## src/rtl/srl_fifo_ctrl_pkg.sv

```systemverilog
// Shared types and helpers for the SRL FIFO controller.
package srl_fifo_ctrl_pkg;

  // Qualified operation seen by the controller in one cycle.
  typedef enum logic [1:0] {
    OpHold,
    OpPush,
    OpPop,
    OpBoth
  } fifo_op_e;

  // Registered status flags, all derived from the next occupancy.
  typedef struct packed {
    logic empty_n;
    logic full_n;
    logic almost_full;
  } fifo_flags_t;

  // Merge the qualified push/pop strobes into a single operation code.
  function automatic fifo_op_e decode_op(input logic push, input logic pop);
    fifo_op_e op;
    unique case ({push, pop})
      2'b10:   op = OpPush;
      2'b01:   op = OpPop;
      2'b11:   op = OpBoth;
      default: op = OpHold;
    endcase
    return op;
  endfunction

  // Occupancy after one cycle. Callers only issue OpPush when not full and
  // OpPop when not empty, so the result stays within 0..depth.
  function automatic int unsigned step_count(input int unsigned count, input fifo_op_e op);
    int unsigned next;
    unique case (op)
      OpPush:  next = count + 1;
      OpPop:   next = count - 1;
      default: next = count;
    endcase
    return next;
  endfunction

  // Flags for a given occupancy; thresh may be zero or negative, in which
  // case almost-full is permanently asserted.
  function automatic fifo_flags_t calc_flags(input int count, input int depth, input int thresh);
    fifo_flags_t f;
    f.empty_n     = (count != 0);
    f.full_n      = (count != depth);
    f.almost_full = (count >= thresh);
    return f;
  endfunction

endpackage

```

## src/rtl/srl_fifo_ctrl_store.sv

```systemverilog
// Shift-register storage for the SRL FIFO: shift-in at index 0, random read.
module srl_fifo_ctrl_store #(
  parameter int unsigned DATA_WIDTH = 1,
  parameter int unsigned ADDR_WIDTH = 1,
  parameter int unsigned DEPTH      = 2
) (
  input  logic                  clk,
  input  logic                  we,
  input  logic [ADDR_WIDTH-1:0] addr,
  input  logic [DATA_WIDTH-1:0] din,
  output logic [DATA_WIDTH-1:0] dout
);

  logic [DATA_WIDTH-1:0] mem_q [DEPTH];

  // Shift every entry up by one and insert the new word at the bottom.
  always_ff @(posedge clk) begin
    if (we) begin
      mem_q[0] <= din;
      for (int i = 1; i < int'(DEPTH); i++) begin
        mem_q[i] <= mem_q[i-1];
      end
    end
  end

  // Read mux; addresses beyond DEPTH-1 are never produced by the controller.
  always_comb begin
    dout = '0;
    for (int i = 0; i < int'(DEPTH); i++) begin
      if (addr == ADDR_WIDTH'(i)) begin
        dout = mem_q[i];
      end
    end
  end

endmodule

```

## src/rtl/srl_fifo_ctrl.sv

```systemverilog
// Occupancy and handshake controller for a first-word-fall-through SRL FIFO.
module srl_fifo_ctrl
  import srl_fifo_ctrl_pkg::*;
#(
  parameter int unsigned DATA_WIDTH  = 1,
  parameter int unsigned ADDR_WIDTH  = 1,
  parameter int unsigned DEPTH       = 2,
  parameter int unsigned AFULL_LEVEL = 1
) (
  input  logic                  clk,
  input  logic                  reset,
  input  logic                  if_write_ce,
  input  logic                  if_write,
  input  logic [DATA_WIDTH-1:0] if_din,
  output logic                  if_full_n,
  output logic                  if_almost_full,
  input  logic                  if_read_ce,
  input  logic                  if_read,
  output logic [DATA_WIDTH-1:0] if_dout,
  output logic                  if_empty_n,
  output logic [ADDR_WIDTH:0]   if_num_data
);

  localparam int unsigned CntW        = ADDR_WIDTH + 1;
  localparam int          AfullThresh = int'(DEPTH) - int'(AFULL_LEVEL);

  logic [CntW-1:0]       count_q, count_d;
  logic [ADDR_WIDTH-1:0] addr_q, addr_d;
  fifo_flags_t           flags_q, flags_d;
  fifo_op_e              op;
  logic                  push, pop;

  // Handshakes qualify against the registered flags only: no full/empty bypass.
  assign push = if_write & if_write_ce & flags_q.full_n;
  assign pop  = if_read & if_read_ce & flags_q.empty_n;

  // Next occupancy, read pointer and flags.
  always_comb begin
    op      = decode_op(push, pop);
    count_d = CntW'(step_count(int'(count_q), op));
    addr_d  = '0;
    if (count_d != '0) begin
      addr_d = ADDR_WIDTH'(count_d - CntW'(1));
    end
    flags_d = calc_flags(int'(count_d), int'(DEPTH), AfullThresh);
  end

  // State update; reset wins over any push/pop in the same cycle.
  always_ff @(posedge clk) begin
    if (reset) begin
      count_q             <= '0;
      addr_q              <= '0;
      flags_q.empty_n     <= 1'b0;
      flags_q.full_n      <= 1'b1;
      flags_q.almost_full <= (AfullThresh <= 0);
    end else begin
      count_q <= count_d;
      addr_q  <= addr_d;
      flags_q <= flags_d;
    end
  end

  // Storage shifts only on an accepted write; a push-and-pop keeps addr_q, so
  // the shift itself brings the next-oldest word under the read pointer.
  srl_fifo_ctrl_store #(
    .DATA_WIDTH (DATA_WIDTH),
    .ADDR_WIDTH (ADDR_WIDTH),
    .DEPTH      (DEPTH)
  ) u_store (
    .clk  (clk),
    .we   (push & ~reset),
    .addr (addr_q),
    .din  (if_din),
    .dout (if_dout)
  );

  assign if_full_n      = flags_q.full_n;
  assign if_almost_full = flags_q.almost_full;
  assign if_empty_n     = flags_q.empty_n;
  assign if_num_data    = count_q;

endmodule
```

## config.mk

```make
export PLATFORM = sky130hd
export DESIGN_NAME = srl_fifo_ctrl
export DESIGN_NICKNAME = d
export VERILOG_FILES = /design/src/rtl/srl_fifo_ctrl_pkg.sv /design/src/rtl/srl_fifo_ctrl_store.sv /design/src/rtl/srl_fifo_ctrl.sv
export SDC_FILE = /design/constraint.sdc
export NUM_CORES = 1
export LEC_CHECK = 0
export BUFFER_PORTS_ARGS = -buffer_cell sky130_fd_sc_hd__buf_2
export CAP_MARGIN = 15
export CORE_AREA = 2 2 39 41
export CTS_CLUSTER_DIAMETER = 100
export DETAILED_ROUTE_END_ITERATION = 6
export DIE_AREA = 0 0 41 43
export GPL_TIMING_DRIVEN = 1
export SYNTH_ARGS = -nofsm -noshare
export SYNTH_HDL_FRONTEND = slang
export SYNTH_SLANG_ARGS = --single-unit
```

## constraint.sdc

```tcl
create_clock -name clk -period 1.7 [get_ports clk]
set_input_delay 0.17 -clock clk [delete_from_list [all_inputs] [get_ports clk]]
set_output_delay 0.17 -clock clk [all_outputs]
set_load 0.1 [all_outputs]
```

; Word-level counts from Yosys, hierarchy flattened
; Memories as Yosys holds them, arrays and structs flattened.
; Index checks and enable logic that the tools add are counted.
[totals]
register_bits = 6
ram_bits = 2
in_bits = 7
out_inout_bits = 6
wordCells = 31
n_memories = 1
[mem_list]
columns = memory, words, width, read_ports, rd_ports_with_merged_regs, wr, line_no
row1 = u_store.mem_q, 2, 1, 2, 0, 2, srl_fifo_ctrl_store.sv:14  ; logic [DATA_WIDTH-1:0] mem_q [DEPTH];
[op_classes]
addsub = 3
n_lt_le_gt_ge = 1
eq_ne = 6
muxes = 5
bitwise_logic = 7
n_reduce_logical = 3
[ops]
columns = cell, count
row1 = "== test 2 bit, second input constant", 3
row2 = one-hot mux 2 bit (3 select lines), 1
row3 = AND 1 bit, 5
row4 = "== test 2 x 1 -> 1 bit, second input constant", 2
row5 = one-hot mux 2 bit (2 select lines), 1
row6 = nonzero test 2 bit, 2
row7 = 2-to-1 mux 1 bit, 3
row8 = "adder 2 x 1 -> 2 bit, second input constant", 1
row9 = "greater-or-equal comparator 2 x 1 -> 1 bit, second input constant", 1
row10 = "!= test 2 bit, second input constant", 1
row11 = inverter 1 bit, 2
row12 = OR reduction 2 bit, 1
row13 = "subtractor 2 x 1 -> 2 bit, second input constant", 1
row14 = "subtractor 1 bit, second input constant", 1

; Logic depth before layout (Yosys ltp)
; Gate-level depths: netlist of the first run.
[depth]
word_depth = 9
mapped_depth = 5
ltp_nobuf = 5

; By module
; From an unflattened synthesis of the first run, not the netlist that was laid out.
[unflattened]
hier_cells = 27
area_unflattened_um2 = 296.5
[by_module_without_submodules]
columns = mod, instances, cells_per_inst, area_each_um2, seq_area_each_um2
row1 = srl_fifo_ctrl, 1, 24, 221.5, 100.1
row2 = srl_fifo_ctrl_store, 1, 3, 75.1, 60.1

; Worst setup path before layout of the first run
; OpenSTA, ideal clock, no wires.
[synth_timing]
path_type = flip-flop to flip-flop
from = register flags_q, in the netlist if_full_n
to = register flags_q, in the netlist if_full_n
setup_time_ns = 0.123
t_arrival_ns = 2.067
t_required_ns = 1.577
slack_ns = -0.490
stages_incl_launch_ff = 6
path_buffers = 0
period_less_slack_ns = 2.190
path_cell_list = dfxtp_1 -> nand3_1 -> ha_1 -> nor2b_1 -> a22oi_1 -> or2_2
[synth_between]
elab_chain_len = 6
elab_cells_between_ends = 9
classes_between = eq/ne: 6 / mux: 2 / bitwise: 1
[synth_rtl]
columns = element, line_no
row1 = from (decl), srl_fifo_ctrl.sv:29  ; fifo_flags_t flags_q, flags_d;
row2 = from (signal assigned), srl_fifo_ctrl.sv:59  ; flags_q <= flags_d;
row3 = AND 1 bit (*), srl_fifo_ctrl.sv:34  ; assign push = if_write & if_write_ce & flags_q.full_n;
row4 = == test 2 bit / == test 2 x 1 -> 1 bit (equally long branches), srl_fifo_ctrl_pkg.sv:22  ; unique case ({push, pop})
row5 = one-hot mux 2 bit (3 select lines) (*), srl_fifo_ctrl_pkg.sv:22
row6 = == test 2 bit / == test 2 x 1 -> 1 bit (equally long branches), srl_fifo_ctrl_pkg.sv:35  ; unique case (op)
row7 = one-hot mux 2 bit (2 select lines) (*), srl_fifo_ctrl_pkg.sv:35
row8 = != test 2 bit (*), srl_fifo_ctrl_pkg.sv:48  ; f.full_n = (count != depth);
; Mark *: on every way between the ends. The rest lies on a longest branch, timed or not.
; A chain may end at the register's enable or synchronous reset.

; Worst setup path in the final report of the first run
[layout_timing]
from = register flags_q, in the netlist if_empty_n
to = register flags_q, in the netlist if_full_n
[layout_between]
elab_chain_len = 6
elab_cells_between_ends = 9
classes_between = eq/ne: 6 / mux: 2 / bitwise: 1
[layout_rtl]
columns = element, line_no
row1 = AND 1 bit (*), srl_fifo_ctrl.sv:35  ; assign pop = if_read & if_read_ce & flags_q.empty_n;
row2 = == test 2 bit / == test 2 x 1 -> 1 bit (equally long branches), srl_fifo_ctrl_pkg.sv:22
row3 = one-hot mux 2 bit (3 select lines) (*), srl_fifo_ctrl_pkg.sv:22
row4 = == test 2 bit / == test 2 x 1 -> 1 bit (equally long branches), srl_fifo_ctrl_pkg.sv:35
row5 = one-hot mux 2 bit (2 select lines) (*), srl_fifo_ctrl_pkg.sv:35
row6 = != test 2 bit (*), srl_fifo_ctrl_pkg.sv:48
; Marked as above.

==> metrics.yaml, run 1 <==
fmax_mhz: 642
clk_path_buf_depth: 2
grt_usage: 0.0767
cp_max_fo: 4
synth_top_area_frac: 0.342
setup_viol: 0
dieWidth_um: 41
start_kind: "flop"
endpoint_kind: "flop"
grt_antenna_before_repair: 0
slowest_delay_ns: 0.34
netlist_instances: 27
synth.most_common_cell: "dfxtp_1"
cts_made_buffers: 3
cts.clk_slew.worst_paths_ns: 0.05
vias: 231
clk_latency_ns: 0.24
port_buffers: 12
slew_headroom: 0.680
critical_path.top_delay_family: "simple AND/OR/NAND/NOR gates"
grt_pass1_vias: 212
hold_slack_ns: 0.103
drive_above_1_share: 0.500
ys_seq_area_frac: 0.547
post_cts_buffers: 0
slowest_stage: "dfxtp_4"
finClkSkew_ns: 0.000689
drt.antenna.violating_nets: 0
row_count: 14
slew_viol_final: 0
wirelength_um: 534
crit_cells: 5
synth_edf_count: 2
synth.largest_area_cell: "dfxtp_1"
cts_tree: "done"
hp-start: "if_din"
drc: 0
wl_per_cell_um: 9.21
avgSynthCellArea_sq_um: 10.8
firstDrtPassIters: 1
ys_top_cells_by_area: "dfxtp_1, edfxtp_1, nor2b_1, xnor2_1, ha_1"
path_class: "reg2reg"
fillers: 149
status: "completed"
layout_min_cycle_time_ns: 1.56
power_density_nw_per_um2: 1180
post_cts_resize_count: 0
path_buf_inv: 0
hp-class: "in2reg"
clock_sinks: 7
dieArea_sq_um: 1760
crit_arrival_ns: 1.69
coreArea_sq_um: 1380
dp_hpwl_um: 415
required_ns: 1.83
area_growth_pct: 37.2
irDropWorstVdd_uv: 289
io_pins: 13
fin_crit_sh: 0.916
grt_overflow: 0
grt_pass1_wl_um: 834
synth_ff_type: "dfxtp_1"
rsz0062_at_grt: "false"
final_core_util: 0.290
hold_path_depth: 1
final_hold_viol_count: 0
synth_commonest_cells: "dfxtp_1, nor2b_1, edfxtp_1, nor2_1, xnor2_1"
place.gp.congestion: 0.683
rr_startpoint: "if_empty_n"
postCtsHoldBufs: 0
synth_cell_types: 18
crit_start: "if_empty_n"
multiInputGateArea_sq_um: 121
initial_utilization: 0.212
final_net_count: 51
die_height_um: 43
async_flop_share: 0
synthesis.nets: 35
worst_pin_slew_ns: 0.483
grt_max_degree: 7
max-cap-violations: 0
p_leak_nw: 0.164
diodes: 0
synth_area_sq_um: 293
drt_iter0_drc: 0
crit_path_cell_trace: "and3_1, ha_1, nor2b_1, a22oi_1, or2_2"
yosys_warnings: 0
cts_htree_levels: 1
fin_setup_tns_ns: 0
ff2ff_path_depth: 5
vias_per_cell: 3.98
ys_ff_latch: 7
regArea_sq_um: 170
cts-root-buf: "clkbuf_4"
[placed cells by master (no fill, tap or decap)]
cell,Yosys,routed
a211oi_1,1,1
a21oi_1,1,1
a22oi_1,1,1
and3_1,1,1
buf_2,0,12
clkbuf_1,0,1
clkbuf_4,0,3
dfxtp_1,5,1
dfxtp_2,0,2
dfxtp_4,0,2
edfxtp_1,2,2
ha_1,1,1
inv_1,1,1
mux2_2,1,1
nand3_1,1,1
nor2_1,2,2
nor2b_1,3,3
nor3_1,1,1
o21ai_0,1,1
or2_2,1,1
or3_1,1,1
xnor2_1,2,2
[cell families (layout without fill, tap and decap cells)]
kind of cell             Yosys count  after routing  share of synthesized area
AND/OR/NAND/NOR                   10             10                      0.188
flip-flops                         7              7                      0.547
AO/OA/AOI/OAI                      4              4                     0.0855
XOR/XNOR                           2              2                     0.0598
buffers and inverters              2             17                     0.0385
adder cells (fa/ha/maj)            1              1                     0.0427
multiplexers                       1              1                     0.0385
[flip-flops by register name (all words and copies together), names as in the netlist]
name / count
addr_q: 1
if_empty_n: 1
if_full_n: 1
if_num_data: 2
u_store.mem_q: 2
[worst paths after layout]
path,slack [ns],endpoint
max reg2reg,0.14,if_full_n
max,0.14,if_full_n
min reg2reg,0.46,u_store.mem_q[0][1]
min,0.10,u_store.mem_q[0][0]
[metrics by stage]
step	setup slack, ns	power (W)	cells	instance area (sq um)
floorplan	0.0398	0.000312	27	303
global placement	0.151	0.000331	54	375
detailed placement	0.138	0.000332	54	375
CTS	0.128	0.000486	58	402
global route	0.0111	0.000501	58	402
finish	0.143	0.000475	58	402
[power by group]
group / leakage, nW / total [W] / internal [W] / switching, W
Sequential: 0.0606 / 0.000191 / 0.000183 / 0.00000776
Clock: 0.0150 / 0.000146 / 0.0000893 / 0.0000571
Combinational: 0.0884 / 0.000137 / 0.0000282 / 0.000109
[area by class of cell]
cell class	instances	share of cell area
Inverter	1	0.00935
Sequential cell	7	0.424
Clock buffer	4	0.0654
Multi-Input combinational cell	18	0.302
Timing Repair Buffer	12	0.150
Tap cell	16	0.0498
[per-layer routing]
layer / wire length [um] / vias up / track usage / part of all wire
met5: 0 / - / 0 / 0
met4: 0 / 0 / 0.0600 / 0
met3: 51 / 0 / 0.0471 / 0.096
met2: 207 / 10 / 0.0969 / 0.39
met1: 275 / 98 / 0.0882 / 0.51
li1: - / 123 / - / -
No activity file was read; power rests on OpenSTA's default activity.
==> inputs of run 2 (changes only) <==
--- a/config.mk
+++ b/config.mk
@@ -5,12 +5,12 @@
 export SDC_FILE = /design/constraint.sdc
 export NUM_CORES = 1
 export LEC_CHECK = 0
-export BUFFER_PORTS_ARGS = -buffer_cell sky130_fd_sc_hd__buf_2
 export CAP_MARGIN = 15
 export CORE_AREA = 2 2 39 41
 export CTS_CLUSTER_DIAMETER = 100
 export DETAILED_ROUTE_END_ITERATION = 6
 export DIE_AREA = 0 0 41 43
+export DONT_BUFFER_PORTS = 1
 export GPL_TIMING_DRIVEN = 1
 export SYNTH_ARGS = -nofsm -noshare
 export SYNTH_HDL_FRONTEND = slang
==> metrics.yaml, run 2 (synthesis gave the netlist of run 1 again) <==
clk_latency_ns: 0.25
clk_path_buf_depth: 2
drc: 0
io_pins: 13
clock_sinks: 7
cts_htree_levels: 1
hold_slack_ns: 0.139
finClkSkew_ns: 0.00148
rsz0062_at_grt: "false"
placed_cell_area_sq_um: 345
die_height_um: 43
ff2ff_path_depth: 5
regArea_sq_um: 170
drt.antenna.violating_nets: 0
grt_pass1_vias: 249
hold_path_depth: 1
grt_antenna_before_repair: 0
p_leak_nw: 0.146
start_kind: "flop"
hp-start: "reset"
drt_iter0_drc: 7
area_growth_pct: 37.2
cts.clk_slew.worst_paths_ns: 0.05
vias: 232
required_ns: 1.83
fmax_mhz: 625
path_class: "reg2reg"
final_cell_mix: "buf_4, nor2b_1, clkbuf_4, dlygate4sd3_1"
grt_pass1_wl_um: 952
vias_per_cell: 4.38
worst_pin_slew_ns: 0.544
dieWidth_um: 41
crit_start: "if_empty_n"
port_buffers: 0
status: "completed"
crit_arrival_ns: 1.73
slew_viol_final: 0
post_cts_buffers: 0
r2r_setup_slack_ns: 0.10
grt_usage: 0.0908
r2r_end: "if_full_n"
postCtsHoldBufs: 1
irDropWorstVdd_uv: 406
layout_min_cycle_time_ns: 1.60
coreArea_sq_um: 1380
place_ws_ns: 0.128
setup_viol: 0
multiInputGateArea_sq_um: 121
wirelength_um: 597
fin_setup_tns_ns: 0
endpoint_kind: "flop"
layout_commonest_cell: "buf_4"
row_count: 14
place.gp.congestion: 0.679
grt_max_degree: 7
hp-class: "in2reg"
rr_startpoint: "if_empty_n"
diodes: 0
firstDrtPassIters: 2
cp_max_fo: 4
min_to: "u_store.mem_q[0][0]"
drive_above_1_share: 0.351
fin_area_sq_um: 402
setup_slack_ns: 0.101
cts_tree: "done"
initial_utilization: 0.212
final_net_count: 46
final_hold_viol_count: 0
post_cts_resize_count: 0
max-cap-violations: 0
grt_overflow: 0
fin_crit_sh: 0.940
cts-root-buf: "clkbuf_4"
wl_per_cell_um: 11.3
slew_headroom: 0.640
power_density_nw_per_um2: 1190
dieArea_sq_um: 1760
fillers: 142
cts_made_buffers: 3
-- run 2: cell count changes in the layout (fill, tap and decap cells not counted) --
cell	change
buf_2	-12
buf_4	+4
dlygate4sd3_1	+3
-- run 2: area by class of cell --
class / count / share of cell area
multi-input cells: 18 / 0.302
clock buffers: 4 / 0.0654
well taps: 16 / 0.0498
repair buffers: 7 / 0.150
inverters: 1 / 0.00935
flip-flops and latches: 7 / 0.424
-- run 2: routing by layer --
| metal | share of wire | vias up | GRT usage | routed length, um |
|---|---|---|---|---|
| met5 | 0 | - | 0 | 0 |
| met4 | 0 | 0 | 0.0400 | 0 |
| met3 | 0.14 | 0 | 0.0995 | 82 |
| met2 | 0.43 | 13 | 0.119 | 256 |
| met1 | 0.43 | 106 | 0.0882 | 258 |
| li1 | - | 113 | - | - |
-- run 2: through the flow --
| stage | power (W) | utilization | cells |
|---|---|---|---|
| 2_1_floorplan | 0.000312 | - | 27 |
| 3_3_place_gp | 0.000325 | 0.250 | 46 |
| 3_5_place_dp | 0.000327 | 0.250 | 46 |
| 4_1_cts | 0.000480 | 0.276 | 51 |
| 5_1_grt | 0.000510 | 0.290 | 53 |
| 6_report | 0.000478 | 0.290 | 53 |
-- run 2: worst max-delay path by stage --
stage | endpoint | slack (ns) | cells past startpoint
after detailed placement | if_full_n | 0.13 | 5
final | if_full_n | 0.10 | 5
after floorplan | if_full_n | 0.04 | 5
after global placement | if_full_n | 0.18 | 5
after CTS | if_full_n | 0.12 | 5
after global routing | if_full_n | 0.04 | 5
-- run 2: where the power goes --
group / internal [W] / switching (W)
Clock: 0.0000893 / 0.0000577
Sequential: 0.000183 / 0.00000755
Combinational: 0.0000302 / 0.000110
-- run 2: worst max-delay path, cell delays in order (launching register included) --
cell and delay, ns:
dfxtp_4 0.33, and3_1 0.18, ha_1 0.33, nor2b_1 0.25
a22oi_1 0.12, or2_2 0.28
